$ cat src/rtl/uart_pkg.sv
// Shared types for the buffered UART receive path.
// Holds the capture FSM state encoding and the default FIFO depth.
package uart_pkg;

   typedef enum logic [1:0] {
      IDLE = 2'd0,
      ACK  = 2'd1,
      WAIT = 2'd2
   } cap_state_t;

   localparam int UART_RX_BUF_DEPTH_DEF = 8;

endpackage

$ cat src/rtl/uart_fifo.sv
// Byte FIFO with first-word-fall-through head and explicit occupancy count.
// Storage is not reset; pointers and count are.
module uart_fifo
   import uart_pkg::*;
#(
   parameter int DEPTH = UART_RX_BUF_DEPTH_DEF
) (
   input  logic                     clk,
   input  logic                     rst,
   input  logic                     i_push,
   input  logic [7:0]               i_din,
   input  logic                     i_pop,
   output logic [7:0]               o_dout,
   output logic                     o_empty,
   output logic                     o_full,
   output logic [$clog2(DEPTH):0]   o_count
);

   localparam int AW = $clog2(DEPTH);
   localparam logic [AW:0] L_DEPTH = (AW+1)'(DEPTH);

   logic [7:0]    r_mem [DEPTH];
   logic [AW-1:0] r_wr_ptr;
   logic [AW-1:0] r_rd_ptr;
   logic [AW:0]   r_count;
   logic          w_pop;
   logic          w_push;

   // A pop frees a slot in the same edge, so a full FIFO can still accept.
   assign w_pop  = i_pop & (r_count != '0);
   assign w_push = i_push & ((r_count != L_DEPTH) | w_pop);

   always_ff @(posedge clk) begin
      if (w_push)
         r_mem[r_wr_ptr] <= i_din;
   end

   always_ff @(posedge clk) begin
      if (rst) begin
         r_wr_ptr <= '0;
         r_rd_ptr <= '0;
         r_count  <= '0;
      end else begin
         if (w_push)
            r_wr_ptr <= r_wr_ptr + 1'b1;
         if (w_pop)
            r_rd_ptr <= r_rd_ptr + 1'b1;
         unique case ({w_push, w_pop})
            2'b10:   r_count <= r_count + 1'b1;
            2'b01:   r_count <= r_count - 1'b1;
            default: r_count <= r_count;
         endcase
      end
   end

   assign o_empty = (r_count == '0);
   assign o_full  = (r_count == L_DEPTH);
   assign o_count = r_count;
   assign o_dout  = o_empty ? 8'h00 : r_mem[r_rd_ptr];

endmodule

$ cat src/rtl/uart_rx_buf.sv
// UART receive buffer: one push per receiver rdy pulse, acked by clr_rdy.
// Define UART_RX_BUF_OVR_EN to enable the sticky overrun flag.
module uart_rx_buf
   import uart_pkg::*;
#(
   parameter int DEPTH = UART_RX_BUF_DEPTH_DEF
) (
   input  logic                     clk,
   input  logic                     rst,
   input  logic                     rx_rdy,
   input  logic [7:0]               rx_data,
   output logic                     clr_rdy,
   input  logic                     rd_en,
   output logic [7:0]               dout,
   output logic                     empty,
   output logic                     full,
   output logic [$clog2(DEPTH):0]   count,
   output logic                     overrun,
   input  logic                     ovr_clr
);

   cap_state_t r_state;
   logic       r_clr_rdy;
   logic       w_push;
   logic       w_drop;

   assign w_push = (r_state == IDLE) & rx_rdy;
   // Full with a simultaneous pop still takes the byte.
   assign w_drop = w_push & full & ~rd_en;

   always_ff @(posedge clk) begin
      if (rst) begin
         r_state   <= IDLE;
         r_clr_rdy <= 1'b0;
      end else begin
         r_clr_rdy <= w_push;
         unique case (r_state)
            IDLE:    if (rx_rdy) r_state <= ACK;
            ACK:     r_state <= WAIT;
            WAIT:    if (!rx_rdy) r_state <= IDLE;
            default: r_state <= IDLE;
         endcase
      end
   end

   assign clr_rdy = r_clr_rdy;

`ifdef UART_RX_BUF_OVR_EN
   logic r_overrun;

   always_ff @(posedge clk) begin
      if (rst)
         r_overrun <= 1'b0;
      else if (w_drop)
         r_overrun <= 1'b1;
      else if (ovr_clr)
         r_overrun <= 1'b0;
   end

   assign overrun = r_overrun;
`else
   logic w_unused_ovr;
   assign w_unused_ovr = ovr_clr ^ w_drop;
   assign overrun      = 1'b0;
`endif

   uart_fifo #(
      .DEPTH (DEPTH)
   ) u_fifo (
      .clk     (clk),
      .rst     (rst),
      .i_push  (w_push),
      .i_din   (rx_data),
      .i_pop   (rd_en),
      .o_dout  (dout),
      .o_empty (empty),
      .o_full  (full),
      .o_count (count)
   );

endmodule

$ cat config.mk
export PLATFORM = sky130hd
export DESIGN_NAME = uart_rx_buf
export DESIGN_NICKNAME = d
export VERILOG_FILES = /design/src/rtl/uart_pkg.sv /design/src/rtl/uart_fifo.sv /design/src/rtl/uart_rx_buf.sv
export SDC_FILE = /design/constraint.sdc
export NUM_CORES = 1
export LEC_CHECK = 0
export ABC_AREA = 1
export BUFFER_PORTS_ARGS = -buffer_cell sky130_fd_sc_hd__buf_4
export CORE_ASPECT_RATIO = 1.75
export CORE_MARGIN = 10
export CORE_UTILIZATION = 53
export DETAILED_ROUTE_END_ITERATION = 12
export PLACE_DENSITY = 0.83
export RECOVER_POWER = 50
export SYNTH_ARGS = -nofsm -noshare
export SYNTH_HDL_FRONTEND = slang
export SYNTH_SLANG_ARGS = --single-unit
$ cat constraint.sdc
create_clock -name clk -period 1.8 [get_ports clk]
set_input_delay 0.09 -clock clk [delete_from_list [all_inputs] [get_ports clk]]
set_output_delay 0.09 -clock clk [all_outputs]
set_load 0.02 [all_outputs]
==> results of run 1 <==
==> per-layer routing <==
metal	up-vias	share of wire
met1	1098	0.36
met2	71	0.57
met3	12	0.051
met5	-	0
li1	1159	-
met4	0	0.020
==> critical path, stage by stage (launching register included) <==
cell and delay, ns:
dfxtp_2 0.34, nor2_4 0.13, nand3_4 0.09, buf_4 0.14, buf_4 0.12, buf_4 0.17
nand2_1 0.09, nor2_2 0.05, buf_4 0.15
==> where the power goes <==
group | switching [mW] | internal [mW] | leakage, nW
clock network | 0.592 | 0.572 | 0.101
logic | 1.44 | 1.00 | 0.740
registers | 0.122 | 2.16 | 0.714
==> layout by cell type (no fill, tap or decap), types with 4 or more instances in the layout <==
| master | count |
|---|---|
| a21oi_1 | 6 |
| buf_4 | 39 |
| clkbuf_1 | 12 |
| clkbuf_8 | 9 |
| clkinv_2 | 5 |
| dfxtp_1 | 10 |
| dfxtp_4 | 4 |
| dlygate4sd3_1 | 9 |
| edfxtp_1 | 64 |
| inv_1 | 13 |
| inv_2 | 4 |
| nand2_1 | 26 |
| nor2_1 | 69 |
| nor2_2 | 4 |
| o211ai_1 | 8 |
| o21ai_0 | 23 |
| o21ai_1 | 15 |
| o22ai_1 | 8 |
==> cell type report <==
class / count / area (um^2) / share of cell area
clock buffer: 10 / 149 / 0.0367
clock inverter: 6 / 31.3 / 0.00771
inverter: 19 / 77.6 / 0.0191
multi-input combinational: 187 / 982 / 0.242
sequential: 80 / 2260 / 0.557
tap: 80 / 100 / 0.0247
timing repair buffer: 63 / 458 / 0.113
==> state kept, by name, summed over array words and instances, names as in the netlist, named ones only <==
register	cells
u_fifo.r_mem	64
u_fifo.o_count	4
u_fifo.r_rd_ptr	3
u_fifo.r_wr_ptr	3
r_state	2
clr_rdy	1
==> cell families after synthesis <==
group / share of synthesized area
simple gates: 0.141
flops: 0.681
compound gates: 0.110
buf+inv: 0.0403
fa+ha+maj: 0.0190
xor+xnor: 0.00798
other cells: 0.00114
==> worst max-delay path by stage <==
stage                                                 to  cells after the start
after global placement    u_fifo.o_count[2]$_SDFFE_PP0P_                     12
final                                            dout[2]                      8
after floorplan           u_fifo.o_count[2]$_SDFFE_PP0P_                     13
after global routing      u_fifo.o_count[2]$_SDFFE_PP0P_                     13
after detailed placement  u_fifo.o_count[2]$_SDFFE_PP0P_                     12
after CTS                 u_fifo.o_count[2]$_SDFFE_PP0P_                     13
==> per-stage QoR <==
stage | std cells | instance area, um^2
after floorplan | 297 | 3320
after global placement | 413 | 3710
after detailed placement | 413 | 3710
after CTS | 438 | 4000
after global routing | 445 | 4060
final | 445 | 4060
==> what timing repair did <==
| item | in CTS | in global routing |
|---|---|---|
| endpoints found under the hold margin | 68 | 0 |
| setup buffers | 0 | 7 |
| hold buffers | 9 | 0 |
| setup endpoints to repair | 9 | 18 |
| resized for setup | 6 | 19 |
| pin swaps | 0 | 13 |
==> out/metrics.csv, run 1 <==
stage;metric;value;unit
placed_design;Post-DP HPWL;4.93;mm
pwr;PD cells;1450;nW/um^2
timing;Worst Clk Skew;0.00713;ns
global_route;first-pass GRT wire length;11.1;mm
worst_setup_path;CP startpoint;u_fifo.o_count[1]$_SDFFE_PP0P_;
clocking;TritonCTS clock tree;done;
clocking;clock sink count;80;
floorplan;total core area;6130;um^2
drt;via count;2340;
timing;slew margin rel.;0.574;
yosys;Post-synth top cells;nor2_1 (74), edfxtp_1 (64), nand2_1 (27);
global_route;largest net degree at the start of global routing;18;
timing;setup ws final;0.0834;ns
outcome;status;finished clean;
timing;Min Hold Slack;0.134;ns
floorplan;number of I/O pins;29;
yosys;number of synthesized flops with an enable pin;64;
placed_design;DP Worst Slack;-0.0335;ns
drt;antenna viol nets, final;0;
worst_setup_path;Crit. End Element;output pin;
worst_setup_path;RR Startpoint;u_fifo.o_count[1]$_SDFFE_PP0P_;
global_route;GRT Overall Usage;0.146;
global_route;total grt overflow;0;
global_route;grt met3 use;0.0354;
worst_setup_path;Crit Path Category;flop to output pin;
timing;Setup-failing EPs final;0;
hold_path;hold path cells;4;
final_layout;post-route core utilization;0.662;
drt;drt total wl;7.21;mm
timing;Final period util;0.954;
yosys;fraction of registers with async set or reset after synthesis;0;
yosys;largest area contributor in the netlist;edfxtp_1;
yosys;share of the synthesized area in the top cell type;0.584;
floorplan;FP Rows;38;
timing;Final Max Tran Viols;0;
hold_path;hold path start;rd_en;
global_route;met1 Track Usage GR;0.149;
timing;setup_tns;0;ns
pwr;Peak VDD IR;1280;uV
clocking;H-Tree Depth;3;
yosys;Synth cell types;28;
global_route;vias in the first global route;2354;
timing;min cycle time layout;1.72;ns
floorplan;die height;124;um
worst_setup_path;Worst R2R Path Depth;12;
worst_setup_path;Reg-to-Reg End;u_fifo.o_count[3]$_SDFFE_PP0P_;
drt;DRT Pass-1 Iters;4;
worst_setup_path;CP arrival;1.63;ns
timing;Worst Max-Slew Pin Slew;0.638;ns
worst_setup_path;Worst Setup Start Kind;flop;
clocking;clock-pin slew on the worst setup and hold paths;0.07;ns
drt;wire length per cell;16.2;um
drt;DRT iter0 DRCs;176;
pwr;static leakage;1.56;nW
pwr;Power, Total;5.89;mW
worst_setup_path;Worst R2R Setup Slack;0.08;ns
floorplan;starting density of the core;0.537;
placed_design;PortBufs;26;
yosys;Synth Area per Inst;11.1;um^2
yosys;cell area after synthesis;3290;um^2
floorplan;Die ar.;9890;um^2
final_layout;Area Growth Syn to Fin;23.2;%
global_route;GR peak layer;met2;
floorplan;die width;79.6;um
clocking;clk root buf;clkbuf_8;
clocking;clock buffer depth;2;
global_route;M2 GR Usage;0.263;
timing;Hold Vio Cnt, Final;0;
drt;Via density;5.26;
worst_setup_path;CP required;1.71;ns
yosys;Post-Syn Instances;297;
hold_path;hold crit path type;input port to flop;
run;max_cap viols;0;
timing;RSZ-0062 raised after global routing;yes;
yosys;most common cell in the netlist;nor2_1;
yosys;Synth Flop Type;edfxtp_1;
final_layout;layout cells sized above 1;0.244;
final_layout;Diodes inserted;0;
timing;max frequency;0.583;GHz
worst_setup_path;CP max FO;9;
yosys;post-synth net total;315;
clocking;Worst-Skew Late Latency;0.35;ns
drt;Post-route DRC;0;
yosys;Yosys reg bits;80;
final_layout;Fill cells;464;
yosys;Synth area leaders;edfxtp_1 (58%), dfxtp_1 (9.7%), nor2_1 (8.4%);
clocking;CTS buffer count;9;
final_layout;Nets;378;
global_route;initial antenna violation count;0;
placed_design;gp weighted congestion;0.779;
yosys;Yosys warnings;0;
yosys;Seq/Total Area, Yosys;0.681;
Power figures use the tool's default switching activity.
==> run 2: changes to the inputs <==
--- a/config.mk
+++ b/config.mk
@@ -7,11 +7,13 @@
 export LEC_CHECK = 0
 export ABC_AREA = 1
 export BUFFER_PORTS_ARGS = -buffer_cell sky130_fd_sc_hd__buf_4
+export CELL_PAD_IN_SITES_DETAIL_PLACEMENT = 0
+export CELL_PAD_IN_SITES_GLOBAL_PLACEMENT = 1
 export CORE_ASPECT_RATIO = 1.75
 export CORE_MARGIN = 10
-export CORE_UTILIZATION = 53
+export CORE_UTILIZATION = 42
 export DETAILED_ROUTE_END_ITERATION = 12
-export PLACE_DENSITY = 0.83
+export PLACE_DENSITY = 0.82
 export RECOVER_POWER = 50
 export SYNTH_ARGS = -nofsm -noshare
 export SYNTH_HDL_FRONTEND = slang
==> run 2 against run 1 <==
Sequential power hardly changed; worst setup slack better by 0.027 ns; sequential share of layout area is 1.0 points lower; non-clock buffer count is 6 lower; largest cell class unchanged; critical endpoint is now dout[4]; largest power group is now sequential cells.
==> out/metrics.csv, run 2 (synthesized netlist as in run 1, its figures left out) <==
stage;metric;value;unit;change
clocking;clock-pin slew on the worst setup and hold paths;0.06;ns;about the same
global_route;total grt overflow;0;;unchanged
drt;via count;2314;;-1.1%
worst_setup_path;Worst R2R Path Depth;13;;+1
worst_setup_path;CP max FO;12;;+3
timing;Worst Clk Skew;0.00514;ns;-0.00198 ns
final_layout;Nets;372;;-1.6%
drt;DRT Pass-1 Iters;4;;unchanged
final_layout;most frequent cells in the layout;nor2_1 (71), edfxtp_1 (64), buf_4 (30);;
drt;wire length per cell;15.7;um;-3.1%
floorplan;total core area;7620;um^2;+24%
worst_setup_path;Worst Setup Start Kind;flop;;
worst_setup_path;crit path to;dout[4];;
final_layout;Area Growth Syn to Fin;25.6;%;
final_layout;Layout Cells excl Fill;447;;+0.45%
final_layout;Fill cells;655;;+41%
hold_path;hold crit path type;input port to flop;;
worst_setup_path;CP arrival;1.60;ns;-0.03 ns
pwr;Power, Total;6.32;mW;+7.3%
final_layout;Diodes inserted;0;;unchanged
floorplan;Die ar.;11900;um^2;+21%
clocking;clock sink count;80;;unchanged
timing;RSZ-0062 raised after global routing;yes;;
clocking;Worst-Skew Late Latency;0.33;ns;-0.02 ns
clocking;CTS buffer count;9;;unchanged
worst_setup_path;RR Startpoint;u_fifo.o_count[0]$_SDFFE_PP0P_;;
global_route;vias in the first global route;2316;;-1.6%
worst_setup_path;Reg-to-Reg End;u_fifo.o_count[2]$_SDFFE_PP0P_;;
drt;Via density;5.18;;-1.6%
clocking;clock buffer depth;2;;unchanged
clocking;H-Tree Depth;3;;unchanged
worst_setup_path;Crit. End Element;output pin;;
run;max_cap viols;0;;unchanged
placed_design;PortBufs;26;;unchanged
final_layout;footprint of the multi-input gates;965;um^2;-1.8%
placed_design;placed insts;421;;+1.9%
clocking;clk root buf;clkbuf_16;;
pwr;PD cells;1530;nW/um^2;+5.2%
drt;antenna viol nets, final;0;;unchanged
pwr;static leakage;1.57;nW;+0.91%
global_route;GRT Overall Usage;0.125;;-0.0213
final_layout;Biggest register;u_fifo.r_mem;;
final_layout;most common cell after layout, fill and taps aside;nor2_1;;
final_layout;layout cells sized above 1;0.209;;-0.0349
floorplan;starting density of the core;0.432;;-0.105
final_layout;Largest register FFs;64;;unchanged
drt;drt total wl;7.02;mm;-2.6%
global_route;first-pass GRT wire length;11.5;mm;+2.9%
pwr;Peak VDD IR;1310;uV;+1.8%
timing;Final period util;0.938;;-0.0152
worst_setup_path;Crit Path Category;flop to output pin;;
timing;Setup-failing EPs final;0;;unchanged
global_route;largest net degree at the start of global routing;19;;+1
drt;DRT iter0 DRCs;221;;+26%
floorplan;number of I/O pins;29;;unchanged
placed_design;gp weighted congestion;0.743;;-4.5%
floorplan;FP Rows;42;;+11%
final_layout;FF+latch area;2260;um^2;+0.11%
drt;Post-route DRC;0;;unchanged
floorplan;die height;137;um;+10%
global_route;initial antenna violation count;0;;unchanged
worst_setup_path;Worst R2R Setup Slack;0.12;ns;+0.04 ns
floorplan;die width;86.9;um;+9.2%
timing;Min Hold Slack;0.106;ns;-0.0281 ns
placed_design;Post-DP HPWL;4.65;mm;-5.6%
worst_setup_path;CP required;1.71;ns;about the same
clocking;TritonCTS clock tree;done;;
timing;min cycle time layout;1.69;ns;-0.0274 ns
timing;Final Max Tran Viols;0;;unchanged
outcome;status;finished clean;;
timing;Hold Vio Cnt, Final;0;;unchanged
timing;max frequency;0.592;GHz;+1.6%
==> run 2: routing by layer <==
layer  vias up  part of all wire  GRT usage
li1       1143                 -          -
met4         0             0.033     0.0678
met1      1075              0.41      0.137
met3        18             0.057     0.0387
met5         -                 0          0
met2        78              0.50      0.209
==> run 2: repair_timing <==
item,CTS,global route
setup endpoints to repair,7,15
gates cloned,0,0
buffers inserted,0,1
gates resized for setup,7,18
endpoints found under the hold margin,67,0
hold buffers,9,0
==> run 2: worst max-delay path, cell delays in order, from the launching register on <==
cell	delay (ns)
dfxtp_4	0.37
inv_6	0.11
buf_6	0.14
nor2_1	0.05
o22ai_1	0.20
nor2_1	0.06
nor2_1	0.16
buf_4	0.17
==> run 2: where the power goes <==
part	leakage [nW]	switching (mW)	internal, mW
logic	0.711	1.38	0.910
clock network	0.144	0.650	1.10
registers	0.715	0.116	2.17
==> run 2: worst min path at each step <==
stage,startpoint,endpoint,slack (ns),cells past startpoint
after floorplan,rst,u_fifo.r_wr_ptr[0]$_SDFFE_PP0P_,0.15,1
after global placement,rst,u_fifo.r_wr_ptr[0]$_SDFFE_PP0P_,0.31,2
after detailed placement,rst,u_fifo.r_wr_ptr[0]$_SDFFE_PP0P_,0.31,2
after CTS,rx_rdy,r_state[0]$_SDFFE_PP0P_,0.08,3
after global routing,rx_rdy,r_state[0]$_SDFFE_PP0P_,0.15,3
final,rx_rdy,r_state[0]$_SDFFE_PP0P_,0.11,3
==> run 2: area by class of cell <==
type / count / share of cell area
Clock buffer: 12 / 0.0596
Clock inverter: 4 / 0.0106
Inverter: 19 / 0.0200
Multi-Input combinational cell: 187 / 0.233
Sequential cell: 80 / 0.547
Tap cell: 88 / 0.0266
Timing Repair Buffer: 57 / 0.103
==> run 2: through the flow <==
step	util	setup slack (ns)	instance area, um^2	TNS [ns]
after floorplan	-	0.00332	3320	0
after global placement	0.488	0.0274	3720	0
after detailed placement	0.488	-0.00796	3720	-0.00796
after CTS	0.541	0.00845	4120	0
after global routing	0.543	-0.0352	4140	-0.0451
final	0.543	0.111	4140	0
